`src/rtl/alu_mul_sequencer_pkg.sv`:
```
// Shared definitions for the shift-add multiply sequencer that borrows the EX-stage ALU.
package alu_mul_sequencer_pkg;

  localparam int         WIDTH_DEF = 32;
  localparam logic [1:0] ALUOP_ADD = 2'b00;
  localparam logic [5:0] FUNC_NOP  = 6'h00;

  typedef enum logic [1:0] {
    S_IDLE,
    S_BUSY,
    S_FIX,
    S_DONE
  } state_e;

endpackage

```
`src/rtl/alu_mul_sequencer.sv`:
```
// MULT/MULTU engine: runs WIDTH shift-add steps on the shared ALU, then fixes the sign of the product.
module alu_mul_sequencer
  import alu_mul_sequencer_pkg::*;
#(
  parameter int WIDTH = WIDTH_DEF,
  parameter int CNT_W = 6
) (
  input  logic             clk,
  input  logic             rst_n,
  input  logic             start,
  input  logic             is_signed,
  input  logic [WIDTH-1:0] op_a,
  input  logic [WIDTH-1:0] op_b,
  input  logic [WIDTH-1:0] ex_in1,
  input  logic [WIDTH-1:0] ex_in2,
  input  logic [5:0]       ex_func,
  input  logic [1:0]       ex_aluop,
  output logic [WIDTH-1:0] alu_in1,
  output logic [WIDTH-1:0] alu_in2,
  output logic [5:0]       alu_func,
  output logic [1:0]       alu_aluop,
  input  logic [WIDTH-1:0] alu_result,
  output logic             stall,
  output logic             busy,
  output logic             done,
  output logic [WIDTH-1:0] hi,
  output logic [WIDTH-1:0] lo
);

  state_e           r_state;
  state_e           w_next_state;
  logic [WIDTH-1:0] r_hi;
  logic [WIDTH-1:0] r_lo;
  logic [WIDTH-1:0] r_mcand;
  logic             r_neg;
  logic [CNT_W-1:0] r_count;

  logic [WIDTH-1:0] w_abs_a;
  logic [WIDTH-1:0] w_abs_b;
  logic [WIDTH-1:0] w_addend;
  logic             w_carry;

  // Carry-out of an add recovered from the operand and sum MSBs, since the ALU exposes no carry.
  function automatic logic add_carry(input logic a_msb, input logic b_msb, input logic s_msb);
    return (a_msb & b_msb) | ((a_msb | b_msb) & ~s_msb);
  endfunction

  assign w_abs_a  = (is_signed && op_a[WIDTH-1]) ? -op_a : op_a;
  assign w_abs_b  = (is_signed && op_b[WIDTH-1]) ? -op_b : op_b;
  assign w_addend = r_lo[0] ? r_mcand : '0;
  assign w_carry  = add_carry(r_hi[WIDTH-1], w_addend[WIDTH-1], alu_result[WIDTH-1]);

  always_ff @(posedge clk or negedge rst_n) begin
    // NOTE: state elements use non-blocking assignments so every register samples pre-edge values.
    if (!rst_n) r_state <= S_IDLE;
    else        r_state <= w_next_state;
  end

  always_comb begin
    // NOTE: every output gets a default first so no path leaves a latch behind.
    w_next_state = r_state;
    alu_in1      = ex_in1;
    alu_in2      = ex_in2;
    alu_func     = ex_func;
    alu_aluop    = ex_aluop;
    stall        = 1'b0;
    busy         = 1'b0;
    done         = 1'b0;
    unique case (r_state)
      S_IDLE: begin
        stall = start;
        if (start) w_next_state = S_BUSY;
      end
      S_BUSY: begin
        alu_in1   = r_hi;
        alu_in2   = w_addend;
        alu_func  = FUNC_NOP;
        alu_aluop = ALUOP_ADD;
        stall     = 1'b1;
        busy      = 1'b1;
        if (r_count == CNT_W'(WIDTH - 1)) w_next_state = S_FIX;
      end
      S_FIX: begin
        stall        = 1'b1;
        busy         = 1'b1;
        w_next_state = S_DONE;
      end
      S_DONE: begin
        done         = 1'b1;
        w_next_state = S_IDLE;
      end
      default: w_next_state = S_IDLE;
    endcase
  end

  always_ff @(posedge clk or negedge rst_n) begin
    if (!rst_n) begin
      r_hi    <= '0;
      r_lo    <= '0;
      r_mcand <= '0;
      r_neg   <= 1'b0;
      r_count <= '0;
    end else begin
      unique case (r_state)
        S_IDLE: begin
          if (start) begin
            r_mcand <= w_abs_a;
            r_neg   <= is_signed & (op_a[WIDTH-1] ^ op_b[WIDTH-1]);
            r_hi    <= '0;
            r_lo    <= w_abs_b;
            r_count <= '0;
          end
        end
        S_BUSY: begin
          {r_hi, r_lo} <= {w_carry, alu_result, r_lo[WIDTH-1:1]};
          r_count      <= r_count + 1'b1;
        end
        S_FIX: begin
          // Magnitudes were multiplied; restore the sign over the full double-width product.
          if (r_neg) {r_hi, r_lo} <= '0 - {r_hi, r_lo};
        end
        default: ;
      endcase
    end
  end

  assign hi = r_hi;
  assign lo = r_lo;

endmodule

```
`config.mk`:
```
export PLATFORM = sky130hd
export DESIGN_NAME = alu_mul_sequencer
export DESIGN_NICKNAME = d
export VERILOG_FILES = /design/src/rtl/alu_mul_sequencer_pkg.sv /design/src/rtl/alu_mul_sequencer.sv
export SDC_FILE = /design/constraint.sdc
export NUM_CORES = 1
export LEC_CHECK = 0
export CAP_MARGIN = 0
export CELL_PAD_IN_SITES_DETAIL_PLACEMENT = 1
export CELL_PAD_IN_SITES_GLOBAL_PLACEMENT = 2
export CORE_AREA = 10 10 196 198
export DETAILED_ROUTE_END_ITERATION = 10
export DIE_AREA = 0 0 206 208
export PLACE_DENSITY = 0.85
export SKIP_CTS_REPAIR_TIMING = 1
export SYNTH_ARGS = -nofsm -noshare
export SYNTH_HDL_FRONTEND = slang
export SYNTH_SLANG_ARGS = --single-unit
```
`constraint.sdc`:
```
create_clock -name clk -period 3.5 [get_ports clk]
set_input_delay 0.7 -clock clk [delete_from_list [all_inputs] [get_ports clk]]
set_output_delay 0.7 -clock clk [all_outputs]
set_load 0.01 [all_outputs]
```
* Word-level counts from Yosys, hierarchy flattened
Cells that the tools add are included.
Word-level totals: flip-flop bits (word level) 105, latch bits 0, memory bits (writable) 0, bits in read-only memories 0, input bits 172, output and inout port bits 139, word-level logic and storage cells 55, memories 0
Operators by class: $add $sub $neg 4, multiply operators 0, divide/modulo/power cells 0, magnitude comparators 0, equal/unequal tests 7, shift operators 0, muxes and demuxes 21, bitwise operators 7, reductions and logical operators 10
Operator list (number):
- 32-bit 2-to-1 mux | 9
- 32-bit case mux with 3 select lines | 2
- 32-bit negation | 2
- 1-bit by 64-bit subtractor with 64-bit output (first input constant) | 1
- 6-bit 2-to-1 mux | 2
- 6-bit case mux with 2 select lines | 1
- 2-bit case mux with 4 select lines | 1
- 6-bit by 1-bit adder with 6-bit output (second input constant) | 1
- 6-bit by 5-bit equality test with 1-bit output (second input constant) | 1
- 2-bit 2-to-1 mux | 3
- 2-bit != test (second input constant) | 3
- 2-bit AND reduction | 3
- 2-bit equality test (second input constant) | 2
- 1-bit AND | 3
- 3-bit AND reduction | 1
- 3-bit nonzero test | 1
- 2-bit by 1-bit equality test with 1-bit output (second input constant) | 1
- 1-bit logical AND | 2
- 2-bit zero test | 1
- 1-bit 2-to-1 mux | 2
- 1-bit bitwise OR | 2
- 1-bit case mux with 2 select lines | 1
- 2-bit nonzero test | 1
- 2-bit OR reduction | 1
- other kinds (2) | 2

* Depth between registers and ports, before layout
Gate-level depths: netlist (run 1).
depth in word-level cells 5, depth in mapped cells 11, gate-level depth less buffers 8

* Worst setup path before layout (run 1)
Ideal clock, no wire load.
path type input -> register, from in op_a[8], to reg r_mcand[22], setup time 0.133 ns, arrival 2.588 ns, required time 3.367 ns, slack 0.779 ns, cell stages on the path 7, buffers on the path 1, cell sequence or3_1 clkbuf_1 or3_1 or4_1 o31ai_1 xor2_1 o21ai_0
Between the ends: word-level cells in the longest chain between the ends 2
RTL lines:
- start: declaration | line alu_mul_sequencer.sv:12 | input logic [WIDTH-1:0] op_a,
- 32-bit negation | line alu_mul_sequencer.sv:48 | assign w_abs_a = (is_signed && op_a[WIDTH-1]) ? -op_a : op_a;
- 32-bit 2-to-1 mux | line alu_mul_sequencer.sv:48
- end signal: assignment | line alu_mul_sequencer.sv:107 | r_mcand <= w_abs_a;
- end: declaration | line alu_mul_sequencer.sv:34 | logic [WIDTH-1:0] r_mcand;
Every way passes these cells. A chain may end at the register's enable or synchronous reset.

* Worst setup path in the final report (run 1)
from reg r_state[1], to out alu_in2[23]
Between the ends: word-level cells in the longest chain between the ends 2
RTL lines:
- start: declaration | line alu_mul_sequencer.sv:30 | state_e r_state;
- start signal: assignment | line alu_mul_sequencer.sv:56 | else r_state <= w_next_state;
- 2-bit by 1-bit equality test with 1-bit output | line alu_mul_sequencer.sv:69 | unique case (r_state)
- 32-bit 2-to-1 mux | line alu_mul_sequencer.sv:69
- end: declaration | line alu_mul_sequencer.sv:19 | output logic [WIDTH-1:0] alu_in2,
Every way passes these cells.

==> flow_summary.json, run 1 <==
{
  "global_route.usage.total_pct": 18.0,
  "grt_pass1_vias": 10400,
  "arrival_ps": 2510,
  "post-place-ws_ps": 248,
  "p_int_mw": 5.29,
  "num_rows": 68,
  "yosysUniqueCellTypes": 69,
  "drive_gt1_share_pct": 8.71,
  "viasPerCell": 5.27,
  "grt_max_degree": 63,
  "fin_util_pct": 36.7,
  "hp-class": "in2async",
  "p_leak_nw": 4.88,
  "max_freq_mhz": 311,
  "synth_ff_type": "dfrtp_1",
  "netlist_area_um2": 8470,
  "grt_pass1_wl_um": 61400,
  "rsz0062_at_grt": "no",
  "io_buffers": 310,
  "slew_viol_final": 0,
  "critPathMaxFanout": 19,
  "drc": 0,
  "clock_path_buffers": 2,
  "postSynthAreaPerCell_um2": 7.65,
  "drtIter0Drc": 527,
  "dieArea_um2": 42800,
  "syn_inst": 1108,
  "start_kind": "flop",
  "hold_viol": 0,
  "die_h_um": 208,
  "yosys.area.top_type_share_pct": 31.0,
  "maxCapViolations": 0,
  "pwr-share-seq_pct": 23.3,
  "core_area_um2": 34400,
  "criticalPathCategory": "reg2out",
  "cts_max_level": 3,
  "num-fill-cells": 4180,
  "powerDensity_nw_per_um2": 803,
  "ys_top_cells_by_count": "nand2_1, o21ai_0, dfrtp_1",
  "fin_crit_ps": 3210,
  "synth-edff-count": 0,
  "yosysMostFrequentCell": "nand2_1",
  "areaGrowthSynthToFinish_pct": 49.0,
  "die_x_um": 206,
  "skew_ps": 14.6,
  "ys_seq_area_share_pct": 31.0,
  "wl_per_cell_um": 21.5,
  "vdd_drop_max_mv": 0.417,
  "drt_pass1_iterations": 4,
  "gp_congestion": 0.819,
  "synth_seq_cells": 105,
  "required_ps": 2800,
  "clkSinkCount": 105,
  "ant_nets": 0,
  "async_flop_share_pct": 100,
  "swShare_pct": 47.8,
  "synth_top_cell_by_area": "dfrtp_1",
  "numCtsBuffers": 9,
  "fin_crit_sh_pct": 91.8,
  "crit_path_end_kind": "output pin",
  "io_pins": 311,
  "wl_um": 40100,
  "ys_warn_count": 0,
  "outcome": "finished clean",
  "dp_hpwl_um": 30900,
  "clk_pin_slew_worst_paths_ps": 80,
  "synth_nets": 1288,
  "fin_nets": 1587,
  "worstMarginPinSlew_ps": 813,
  "p_switching_mw": 4.85,
  "hold_ws_ps": 208,
  "num_vias": 9856,
  "slew_headroom_pct": 45.4,
  "antenna_found_initial": 7,
  "overflow": 0,
  "cts_tree": "done",
  "setup_viol": 0,
  "root_buffer": "clkbuf_16",
  "finalSetupTns_ps": 0,
  "synth_area_leaders": "dfrtp_1, o21ai_0, nand2_1",
  "insertion_delay_ps": 370,
  "power.share.clock_pct": 11.3,
  "power_frac_comb_pct": 65.4,
  "initial_utilization_pct": 24.7,
  "fin_ws_ps": 288
}
[layout make-up]
| class | count | area, µm² | area share [%] |
|---|---|---|---|
| repair buffers | 362 | 3530 | 28.0 |
| clock buffers | 11 | 253 | 2.00 |
| multi-input cells | 878 | 5380 | 42.6 |
| diodes | 3 | 7.51 | 0.0595 |
| inverters | 51 | 191 | 1.52 |
| flip-flops and latches | 105 | 2630 | 20.8 |
| clock inverters | 5 | 62.6 | 0.495 |
| well taps | 455 | 569 | 4.51 |
[flip-flops by register name (all words and copies together), names as in the netlist]
register / flops
hi: 32
lo: 32
r_count: 6
r_mcand: 32
r_neg: 1
r_state: 2
[worst paths after layout]
kind / slack (ps) / cells after the start / to / start
worst min-delay path: 210 / 1 / r_mcand[7] / rst_n
min in group clk: 490 / 2 / r_mcand[26] / r_mcand[26]
worst max register to register: 430 / 7 / hi[31] / lo[17]
worst max-delay path: 290 / 7 / alu_in2[23] / r_state[1]
max in group asynchronous: 2520 / 2 / hi[31] / rst_n
worst min register to register: 490 / 2 / r_mcand[26] / r_mcand[26]
[power groups by stage]
| stage | registers [mW] | logic (mW) | clock network (mW) |
|---|---|---|---|
| 6_report | 2.37 | 6.63 | 1.14 |
| 5_1_grt | 2.46 | 7.29 | 1.21 |
| 2_1_floorplan | 2.32 | 3.53 | 0 |
| 3_5_place_dp | 2.39 | 6.65 | 0 |
| 3_3_place_gp | 2.36 | 6.47 | 0 |
| 4_1_cts | 2.37 | 6.68 | 1.17 |
[cell families after synthesis]
| group | count (synthesis) | synth area share [%] |
|---|---|---|
| AOI/OAI and AO/OA | 336 | 25.2 |
| xor gates and xnor gates | 63 | 6.51 |
| adders and majority gates | 9 | 1.30 |
| buffers and inverters | 125 | 5.73 |
| DFF | 105 | 31.0 |
| muxes | 35 | 4.62 |
| and+or+nand+nor | 435 | 25.7 |
[metal layers]
| layer | GRT usage, % | part of all wire [%] | up-vias |
|---|---|---|---|
| met3 | 4.96 | 7.1 | 41 |
| met2 | 30.7 | 49 | 282 |
| met5 | 0 | 0.13 | - |
| li1 | - | - | 4636 |
| met4 | 4.49 | 1.7 | 8 |
| met1 | 21.7 | 42 | 4889 |
[critical path, cell delays in order (launching register included)]
cell and delay (ps):
dfrtp_1 410, inv_1 150, ha_4 330, and2_1 200, buf_4 250, nand2_1 120
o21ai_0 100, clkdlybuf4s50_1 590
[placed cells by master (no fill, tap or decap), types with 15 or more instances in the layout]
master | synthesis | routed
mux2_2 | 33 | 33
nor4_1 | 24 | 24
dfrtp_1 | 105 | 105
nand2_1 | 144 | 143
xnor2_1 | 36 | 36
buf_4 | 0 | 49
nor2_1 | 75 | 75
clkdlybuf4s50_1 | 0 | 309
or4_1 | 15 | 15
nand3_1 | 36 | 36
or3_1 | 23 | 22
nor2b_1 | 15 | 15
o21ai_0 | 118 | 118
xor2_1 | 27 | 27
o31ai_1 | 18 | 18
inv_1 | 51 | 51
a21oi_1 | 76 | 76
nor3_1 | 42 | 41
[per-stage QoR]
stage / total power [mW] / area, µm² / cells
after global routing: 11.0 / 12600 / 1870
after floorplan: 5.85 / 8470 / 1108
after detailed placement: 9.04 / 12300 / 1850
after CTS: 10.2 / 12600 / 1866
after global placement: 8.83 / 12300 / 1850
final: 10.1 / 12600 / 1870
No activity file was read; power rests on OpenSTA's default activity.
==> inputs of run 2 (changes only) <==
--- a/config.mk
+++ b/config.mk
@@ -9,6 +9,7 @@
 export CELL_PAD_IN_SITES_DETAIL_PLACEMENT = 1
 export CELL_PAD_IN_SITES_GLOBAL_PLACEMENT = 2
 export CORE_AREA = 10 10 196 198
+export CTS_CLUSTER_DIAMETER = 40
 export DETAILED_ROUTE_END_ITERATION = 10
 export DIE_AREA = 0 0 206 208
 export PLACE_DENSITY = 0.85
@@ -16,3 +17,4 @@
 export SYNTH_ARGS = -nofsm -noshare
 export SYNTH_HDL_FRONTEND = slang
 export SYNTH_SLANG_ARGS = --single-unit
+export TNS_END_PERCENT = 100
==> results of run 2 <==
Same layout as run 1: the final DEF is identical, and so are final timing and power.
==> inputs of run 3 (changes only) <==
--- a/config.mk
+++ b/config.mk
@@ -8,11 +8,12 @@
 export CAP_MARGIN = 0
 export CELL_PAD_IN_SITES_DETAIL_PLACEMENT = 1
 export CELL_PAD_IN_SITES_GLOBAL_PLACEMENT = 2
-export CORE_AREA = 10 10 196 198
+export CORE_AREA = 2 2 188 190
 export CTS_CLUSTER_DIAMETER = 40
 export DETAILED_ROUTE_END_ITERATION = 10
-export DIE_AREA = 0 0 206 208
+export DIE_AREA = 0 0 190 192
 export PLACE_DENSITY = 0.85
+export SETUP_SLACK_MARGIN = 0.1
 export SKIP_CTS_REPAIR_TIMING = 1
 export SYNTH_ARGS = -nofsm -noshare
 export SYNTH_HDL_FRONTEND = slang
==> run 3 against run 2 <==
Effect of this change:
- clock power down 6%
- worst setup slack gained 41 ps
- power is 1.8% lower
- clock-buffer cell count unchanged
- routed wire length fell by 9.0%
- non-clock buffer count fell by 6
- sequential cell count unchanged
- core utilization decreased by 0.051 points
- hold slack gained 78 ps
- combinational power fell by 2%
- critical endpoint is now alu_in1[11]
- highest routed layer unchanged
==> flow_summary.json, run 3 (synthesis gave the netlist of run 1 again) <==
{
  "dieArea_um2": 36500,
  "io_buffers": 310,
  "hp-class": "in2async",
  "clkSinkCount": 105,
  "worstMarginPinSlew_ps": 785,
  "antenna_found_initial": 3,
  "fin_ws_ps": 329,
  "insertion_delay_ps": 360,
  "p_switching_mw": 4.71,
  "drtIter0Drc": 558,
  "io_pins": 311,
  "num_vias": 9723,
  "powerDensity_nw_per_um2": 792,
  "pwr-share-seq_pct": 23.9,
  "hold_viol": 0,
  "max_freq_mhz": 315,
  "drc": 0,
  "fin_util_pct": 36.7,
  "areaGrowthSynthToFinish_pct": 48.4,
  "path_cells": "inv_1, ha_4, buf_12, mux2_2, clkdlybuf4s50_1",
  "vdd_drop_max_mv": 0.480,
  "final_common_cell": "clkdlybuf4s50_1",
  "crit_path_end_kind": "output pin",
  "overflow": 0,
  "slew_viol_final": 0,
  "final_cell_mix": "clkdlybuf4s50_1, nand2_1, o21ai_0",
  "cts_tree": "done",
  "wl_per_cell_um": 19.6,
  "finalSetupTns_ps": 0,
  "dp_hpwl_um": 27600,
  "clk_pin_slew_worst_paths_ps": 70,
  "fin_nets": 1581,
  "viasPerCell": 5.22,
  "criticalPathCategory": "reg2out",
  "drive_gt1_share_pct": 8.19,
  "swShare_pct": 47.3,
  "initial_utilization_pct": 24.7,
  "wl_um": 36600,
  "path_buf_inv": 3,
  "fin_crit_ps": 3170,
  "start_kind": "flop",
  "slew_headroom_pct": 47.6,
  "slowest_delay_ps": 480,
  "gp_congestion": 0.795,
  "cts_max_level": 3,
  "p_leak_nw": 4.85,
  "num-fill-cells": 4123,
  "maxCapViolations": 0,
  "grt_pass1_wl_um": 56900,
  "global_route.usage.total_pct": 19.8,
  "power.share.clock_pct": 10.8,
  "rsz0062_at_grt": "no",
  "drt_pass1_iterations": 4,
  "skew_ps": 12.8,
  "required_ps": 2800,
  "setup_viol": 0,
  "fin_crit_sh_pct": 90.6,
  "p_int_mw": 5.25,
  "numCtsBuffers": 9,
  "die_h_um": 192,
  "outcome": "finished clean",
  "crit_family": "buffers and inverters",
  "core_area_um2": 34300,
  "post-place-ws_ps": 296,
  "ant_nets": 0,
  "grt_max_degree": 119,
  "die_x_um": 190,
  "num_rows": 68,
  "register_area_um2": 2630,
  "clock_path_buffers": 2,
  "arrival_ps": 2470,
  "multi_input_area_um2": 5380,
  "grt_pass1_vias": 9993,
  "cp_slowest_cell": "clkdlybuf4s50_1",
  "root_buffer": "clkbuf_16",
  "critPathMaxFanout": 118,
  "power_frac_comb_pct": 65.4
}
-- run 3: worst reg2reg max path, stage by stage, from the launching register on --
cell	delay, ps
dfrtp_1	470
nor4_1	420
nand4_1	420
or4_1	760
nor3_2	450
o311ai_0	200
a31o_2	240
-- run 3: path summary, 6_finish.rpt --
path | startpoint | end | slack (ps) | cells after the start
max in group asynchronous | rst_n | hi[5] | 2480 | 2
worst max-delay path | r_state[1] | alu_in1[11] | 330 | 5
worst min register to register | r_mcand[29] | r_mcand[29] | 480 | 2
worst min-delay path | rst_n | r_count[1] | 290 | 1
worst max register to register | lo[17] | hi[25] | 440 | 6
min in group clk | r_mcand[29] | r_mcand[29] | 480 | 2
-- run 3: per-layer routing --
metal	up-vias	part of all wire (%)	global-route usage [%]
li1	4624	-	-
met1	4776	43	25.1
met4	2	1.7	4.86
met2	289	49	34.4
met5	-	0.033	0
met3	32	6.0	3.91
-- run 3: area by class of cell --
cell class / count / share of cell area, %
flip-flops and latches: 105 / 20.9
repair buffers: 356 / 27.9
multi-input cells: 878 / 42.8
clock inverters: 4 / 0.418
well taps: 455 / 4.53
clock buffers: 11 / 1.93
inverters: 51 / 1.52
diodes: 1 / 0.0199
-- run 3: stage by stage --
step | cells | total power [mW] | instance area [µm²] | hold slack, ps
2_1_floorplan | 1108 | 5.85 | 8470 | 404
3_3_place_gp | 1845 | 8.79 | 12300 | 463
3_5_place_dp | 1845 | 8.93 | 12300 | 474
4_1_cts | 1860 | 10.1 | 12600 | 302
5_1_grt | 1861 | 10.8 | 12600 | 309
6_report | 1861 | 9.96 | 12600 | 286
-- run 3: power by group through the flow --
stage	Clock, mW	Sequential, mW	Combinational (mW)
after global placement	0	2.38	6.41
after global routing	1.16	2.47	7.13
after detailed placement	0	2.39	6.54
final	1.07	2.38	6.51
after CTS	1.11	2.38	6.57
after floorplan	0	2.32	3.53
